--- config.mk ---
export PLATFORM = sky130hd
export DESIGN_NAME = crypto1_sched
export DESIGN_NICKNAME = d
export VERILOG_FILES = /design/src/rtl/crypto1_sched.sv
export SDC_FILE = /design/constraint.sdc
export NUM_CORES = 1
export LEC_CHECK = 0
export CAP_MARGIN = 20
export CORE_AREA = 4 4 151 153
export DETAILED_ROUTE_END_ITERATION = 8
export DIE_AREA = 0 0 155 157
export PLACE_DENSITY = 0.84
export SLEW_MARGIN = 20
export SYNTH_ARGS = -nofsm -noshare
export SYNTH_HDL_FRONTEND = slang
export SYNTH_SLANG_ARGS = --single-unit
--- constraint.sdc ---
create_clock -name CLK -period 9.01 [get_ports CLK]
set_input_delay 1.3515 -clock CLK [delete_from_list [all_inputs] [get_ports CLK]]
set_output_delay 1.3515 -clock CLK [all_outputs]
set_load 0.02 [all_outputs]
--- src/rtl/crypto1_sched.sv ---
//==============================================================================
// Module   : crypto1_sched
// Brief    : Job scheduler for a farm of NCORES Crypto1 key-search cores.
//            Splits the 48-bit key space into 256 (even, odd) index jobs. It
//            dispatches them to idle cores and collects DONE/VALID/KEY. The
//            search stops on the first recovered key or when all jobs retire.
// Options  : CRYPTO1_SCHED_ABORT_EN - adds the ABORT input, which ends a
//            running search early with FOUND=0.
// Revision : 1.0 - initial release
//==============================================================================
`default_nettype none

module crypto1_sched #(
   parameter int NCORES     = 4,
   parameter int RST_CYCLES = 2
) (
   input  logic                   CLK,
   input  logic                   RESETn,
   input  logic                   START,
   input  logic [47:0]            BITSTREAM,
`ifdef CRYPTO1_SCHED_ABORT_EN
   input  logic                   ABORT,
`endif
   output logic                   BUSY,
   output logic                   DONE,
   output logic                   FOUND,
   output logic [47:0]            KEY,
   output logic [8:0]             JOBS_DONE,
   output logic [47:0]            CORE_BITSTREAM,
   output logic [NCORES-1:0]      CORE_RESETn,
   output logic [4*NCORES-1:0]    CORE_EIDX,
   output logic [4*NCORES-1:0]    CORE_OIDX,
   input  logic [NCORES-1:0]      CORE_DONE,
   input  logic [NCORES-1:0]      CORE_VALID,
   input  logic [48*NCORES-1:0]   CORE_KEY
);

   localparam int                  c_CNT_W     = $clog2(RST_CYCLES + 1);
   localparam int                  c_POP_W     = $clog2(NCORES + 1);
   localparam logic [c_CNT_W-1:0]  c_HOLD_LOAD = c_CNT_W'(RST_CYCLES - 1);
   localparam logic [8:0]          c_JOB_TOTAL = 9'd256;

   typedef enum logic [1:0] {
      ST_IDLE   = 2'd0,
      ST_RUN    = 2'd1,
      ST_FINISH = 2'd2
   } top_state_t;

   typedef enum logic [1:0] {
      SL_IDLE = 2'd0,
      SL_HOLD = 2'd1,
      SL_RUN  = 2'd2
   } slot_state_t;

   top_state_t          r_state;
   slot_state_t         r_slot     [NCORES];
   logic [c_CNT_W-1:0]  r_hold_cnt [NCORES];
   logic [8:0]          r_next_job;

   logic [NCORES-1:0]   w_run;
   logic [NCORES-1:0]   w_idle;
   logic [NCORES-1:0]   w_valid;
   logic [NCORES-1:0]   w_valid_oh;
   logic [NCORES-1:0]   w_retire;
   logic [NCORES-1:0]   w_disp_oh;
   logic [c_POP_W-1:0]  w_retire_cnt;
   logic [8:0]          w_jobs_next;
   logic [47:0]         w_key;
   logic                w_abort;

`ifdef CRYPTO1_SCHED_ABORT_EN
   assign w_abort = ABORT;
`else
   assign w_abort = 1'b0;
`endif

   // Slot classification, lowest-index selection for dispatch/key, retire count
   always_comb begin
      w_run        = '0;
      w_idle       = '0;
      w_key        = '0;
      w_retire_cnt = '0;
      for (int i = 0; i < NCORES; i++) begin
         w_run[i]  = (r_slot[i] == SL_RUN);
         w_idle[i] = (r_slot[i] == SL_IDLE);
      end
      // Core handshakes only count while the slot is actually running its job
      w_valid    = w_run & CORE_VALID;
      w_retire   = w_run & CORE_DONE;
      // x & -x isolates the lowest set bit: lowest index has priority
      w_valid_oh = w_valid & (~w_valid + NCORES'(1));
      w_disp_oh  = r_next_job[8] ? '0 : (w_idle & (~w_idle + NCORES'(1)));
      for (int i = 0; i < NCORES; i++) begin
         if (w_valid_oh[i]) begin
            w_key = w_key | CORE_KEY[48*i +: 48];
         end
         w_retire_cnt = w_retire_cnt + c_POP_W'(w_retire[i]);
      end
      w_jobs_next = JOBS_DONE + 9'(w_retire_cnt);
   end

   // Search control, per-slot job lifecycle and all registered outputs
   always_ff @(posedge CLK) begin
      if (!RESETn) begin
         r_state        <= ST_IDLE;
         r_next_job     <= '0;
         BUSY           <= 1'b0;
         DONE           <= 1'b0;
         FOUND          <= 1'b0;
         KEY            <= '0;
         JOBS_DONE      <= '0;
         CORE_BITSTREAM <= '0;
         CORE_RESETn    <= '0;
         CORE_EIDX      <= '0;
         CORE_OIDX      <= '0;
         for (int i = 0; i < NCORES; i++) begin
            r_slot[i]     <= SL_IDLE;
            r_hold_cnt[i] <= '0;
         end
      end else begin
         case (r_state)
            ST_IDLE: begin
               CORE_RESETn <= '0;
               if (START) begin
                  CORE_BITSTREAM <= BITSTREAM;
                  DONE           <= 1'b0;
                  FOUND          <= 1'b0;
                  KEY            <= '0;
                  JOBS_DONE      <= '0;
                  r_next_job     <= '0;
                  BUSY           <= 1'b1;
                  r_state        <= ST_RUN;
               end
            end

            ST_RUN: begin
               if (|w_valid) begin
                  // A recovered key beats any plain retirement in this cycle;
                  // jobs still in flight are abandoned and not counted.
                  FOUND       <= 1'b1;
                  KEY         <= w_key;
                  JOBS_DONE   <= JOBS_DONE + 9'd1;
                  CORE_RESETn <= '0;
                  for (int i = 0; i < NCORES; i++) begin
                     r_slot[i] <= SL_IDLE;
                  end
                  r_state <= ST_FINISH;
               end else if (w_abort) begin
                  CORE_RESETn <= '0;
                  for (int i = 0; i < NCORES; i++) begin
                     r_slot[i] <= SL_IDLE;
                  end
                  r_state <= ST_FINISH;
               end else begin
                  for (int i = 0; i < NCORES; i++) begin
                     case (r_slot[i])
                        SL_IDLE: begin
                           if (w_disp_oh[i]) begin
                              r_slot[i]          <= SL_HOLD;
                              r_hold_cnt[i]      <= c_HOLD_LOAD;
                              CORE_EIDX[4*i +: 4] <= r_next_job[7:4];
                              CORE_OIDX[4*i +: 4] <= r_next_job[3:0];
                              CORE_RESETn[i]     <= 1'b0;
                           end
                        end
                        SL_HOLD: begin
                           if (r_hold_cnt[i] == '0) begin
                              CORE_RESETn[i] <= 1'b1;
                              r_slot[i]      <= SL_RUN;
                           end else begin
                              r_hold_cnt[i] <= r_hold_cnt[i] - c_CNT_W'(1);
                           end
                        end
                        SL_RUN: begin
                           if (w_retire[i]) begin
                              CORE_RESETn[i] <= 1'b0;
                              r_slot[i]      <= SL_IDLE;
                           end
                        end
                        default: begin
                           r_slot[i] <= SL_IDLE;
                        end
                     endcase
                  end
                  if (|w_disp_oh) begin
                     r_next_job <= r_next_job + 9'd1;
                  end
                  JOBS_DONE <= w_jobs_next;
                  // Every job retired means every slot is already idle
                  if (w_jobs_next == c_JOB_TOTAL) begin
                     r_state <= ST_FINISH;
                  end
               end
            end

            ST_FINISH: begin
               CORE_RESETn <= '0;
               BUSY        <= 1'b0;
               DONE        <= 1'b1;
               r_state     <= ST_IDLE;
            end

            default: begin
               r_state <= ST_IDLE;
            end
         endcase
      end
   end

endmodule

`default_nettype wire

==> flow_summary.ini <==
[detailed_routing]
wl_met3_um = 3060
viasPerCell = 5.38
wl_per_cell_um = 18.7
wirelength_met1_um = 11200
routed.top_layer = met5
drc_errors = 0
met2_length_um = 14100
wl_um = 29000
drtIter0Drc = 864
via_count = 8334
dr.pass1.iters = 5
final_antenna_net_count = 0

[sta]
fin_tns_setup_ns = 0
finalSetupViolCount = 0
fin_skew_ns = 0.0102
worstMarginPinSlew_ns = 1.06
hold_ws_ns = 0.451
hold_viol = 0
final_max_slew_viol_count = 0
grt_setup_unrepaired = no
max_freq_ghz = 0.245
period_minus_slack_ns = 4.08
finalCritPeriodShare_pct = 45.3
relSlewSlack_pct = 29.0

[finish]
drive_above_1_share_pct = 4.73
fin_cells = 1549
diodes = 0
mostFrequentLayoutCells = 394 x clkdlybuf4s50_1, 183 x nand2_1, 158 x dfxtp_1
utilization_pct = 57.6
nets = 1517
area_delta_synth_final_pct = 61.9
layout_commonest_cell = clkdlybuf4s50_1

[floorplanning]
die_area_sq_um = 24300
pin_count = 395
dieHeight_um = 157
initial_core_util_pct = 35.6
die_w_um = 155
fp.coreArea_sq_um = 21600
num_rows = 54

[critical_path]
end_kind = register
cp_common_cell = fa_1
crit_family = adder cells
r2r_end = r_state[0]
crit_chain = clkdlybuf4s50_1 -> nand3b_1 -> fa_1 -> fa_1 -> inv_1 -> fa_1 -> or3_1 -> nand2_1 -> a32oi_1 -> a2111o_1 -> a32o_1
crit_slowest_cell = fa_1
critPathArrivalTime_ns = 4.39
max_stage_delay_ns = 0.55
regToRegSetupSlack_ns = 5.74
rr_startpoint = r_slot[0][1]
crit_fanout = 5
path_buf_inv = 2
startpoint_type = input port
reg2reg_depth = 10
crit_type = in -> reg
cp.required_ns = 9.32

[global_route]
grt.overflow.total = 0
grt_pass1_wl_um = 43500
grt_max_degree = 77
grt_pass1_vias = 7992
grt_usage_pct = 22.2
antenna_found_initial = 1

[run]
max_cap_violations = 0

[cts]
clock_sinks = 171
post_cts_resized = 0
h-tree-depth = 4
hold_buffers = 0
cts_tree = yes
clk_path_buf_depth = 2
clock-root-buffer = clkbuf_16
cts_buffers = 17
postCtsSetupBuffers = 0
clock_latency_ns = 0.42
clk_pin_slew_ns = 0.07

[synthesis]
synthFlopType = dfxtp_1
ys_ff_latch = 171
syn_nets = 1167
yosysWarningCount = 0
syn_area_sq_um = 7660
netlist_instances = 906
ys_types = 54
yosysSeqAreaShare_pct = 46.4
synth_edf_count = 13
syn_area_per_cell_sq_um = 8.46
async_flop_share_pct = 0

[hold_path]
min_path_type = reg -> reg
min_to = KEY[1]
hold_path_depth = 2
hp-start = KEY[1]

[placed_design]
place_inst = 1516
port_buffers = 394
globalplace.congestion = 0.931
dp_hpwl_um = 22200

[power_and_ir_drop]
ir_worst_vdd_uv = 137
power_leakage_nw = 4.58
powerDensity_nw_per_um2 = 182
total_power_w = 0.00225

[outcome]
status = completed
-- power breakdown --
part	internal (W)	total [W]	switching, W
combinational	0.000295	0.000644	0.000349
clock	0.000400	0.000730	0.000330
sequential	0.000830	0.000879	0.0000492
total	0.00153	0.00225	0.000729
-- through the flow --
step / worst slack [ns] / cell area (sq um)
6_report: 4.93 / 12400
5_1_grt: 4.79 / 12400
4_1_cts: 4.96 / 12400
3_5_place_dp: 4.50 / 11800
3_3_place_gp: 4.54 / 11800
2_1_floorplan: 5.17 / 7660
-- layer usage --
metal | global-route usage, % | up-vias
met5 | 0 | -
met3 | 7.62 | 44
li1 | - | 3985
met2 | 38.3 | 424
met4 | 5.89 | 2
met1 | 26.6 | 3879
-- worst register-to-register path, delay by kind of cell (launching register included) --
family / cells / cell delay [ns]
buffers and inverters: 1 / 0.06
DFF: 1 / 0.60
adders and majority gates: 3 / 1.20
and+or+nand+nor: 3 / 0.55
AOI/OAI and AO/OA: 3 / 0.78
-- how the worst max path moves through the flow --
stage                      start  slack (ns)  depth (start not counted)         end
CTS                 CORE_DONE[2]        4.96                         11  r_state[0]
floorplan           CORE_DONE[2]        5.17                         10  r_state[0]
global route        CORE_DONE[2]        4.79                         11  r_state[0]
finish              CORE_DONE[2]        4.93                         11  r_state[0]
detailed placement  CORE_DONE[2]        4.50                         11  r_state[0]
global placement    CORE_DONE[2]        4.54                         11  r_state[0]
-- flip-flops by register name (all words and copies together), names as in the netlist --
| name | cells |
|---|---|
| BUSY | 1 |
| JOBS_DONE | 9 |
| CORE_EIDX | 16 |
| r_next_job | 9 |
| FOUND | 1 |
| r_state | 2 |
| KEY | 48 |
| CORE_OIDX | 16 |
| CORE_RESETn | 4 |
| r_slot | 8 |
| r_hold_cnt | 8 |
| CORE_BITSTREAM | 48 |
| DONE | 1 |
-- cells in the mapped netlist, types with 10 or more instances --
cell type	instances	area [sq um]
a221oi_1	48	420
nand2_1	183	687
nand3_1	29	145
clkbuf_1	66	248
nor2_1	47	176
dfxtp_1	158	3160
edfxtp_1	13	390
o21ai_0	78	390
mux2i_1	17	170
inv_1	22	82.6
a21oi_1	68	340
a22o_1	56	490
or4_1	10	75.1
-- logic make-up after synthesis --
| logic type | synth area share [%] |
|---|---|
| and+or+nand+nor | 19.1 |
| AOI/OAI and AO/OA | 25.1 |
| DFF | 46.4 |
| buffers and inverters | 4.95 |
| muxes | 2.37 |
| adders and majority gates | 1.93 |
| xor gates and xnor gates | 0.114 |
-- cell type report --
cell class,count,area (sq um)
Inverter,22,82.6
Timing Repair Buffer,405,4050
Fill cell,1878,9140
Tap cell,280,350
Clock inverter,14,149
Clock buffer,18,439
Multi-Input combinational cell,639,3790
Sequential cell,171,3550
Power figures use the tool's default switching activity.
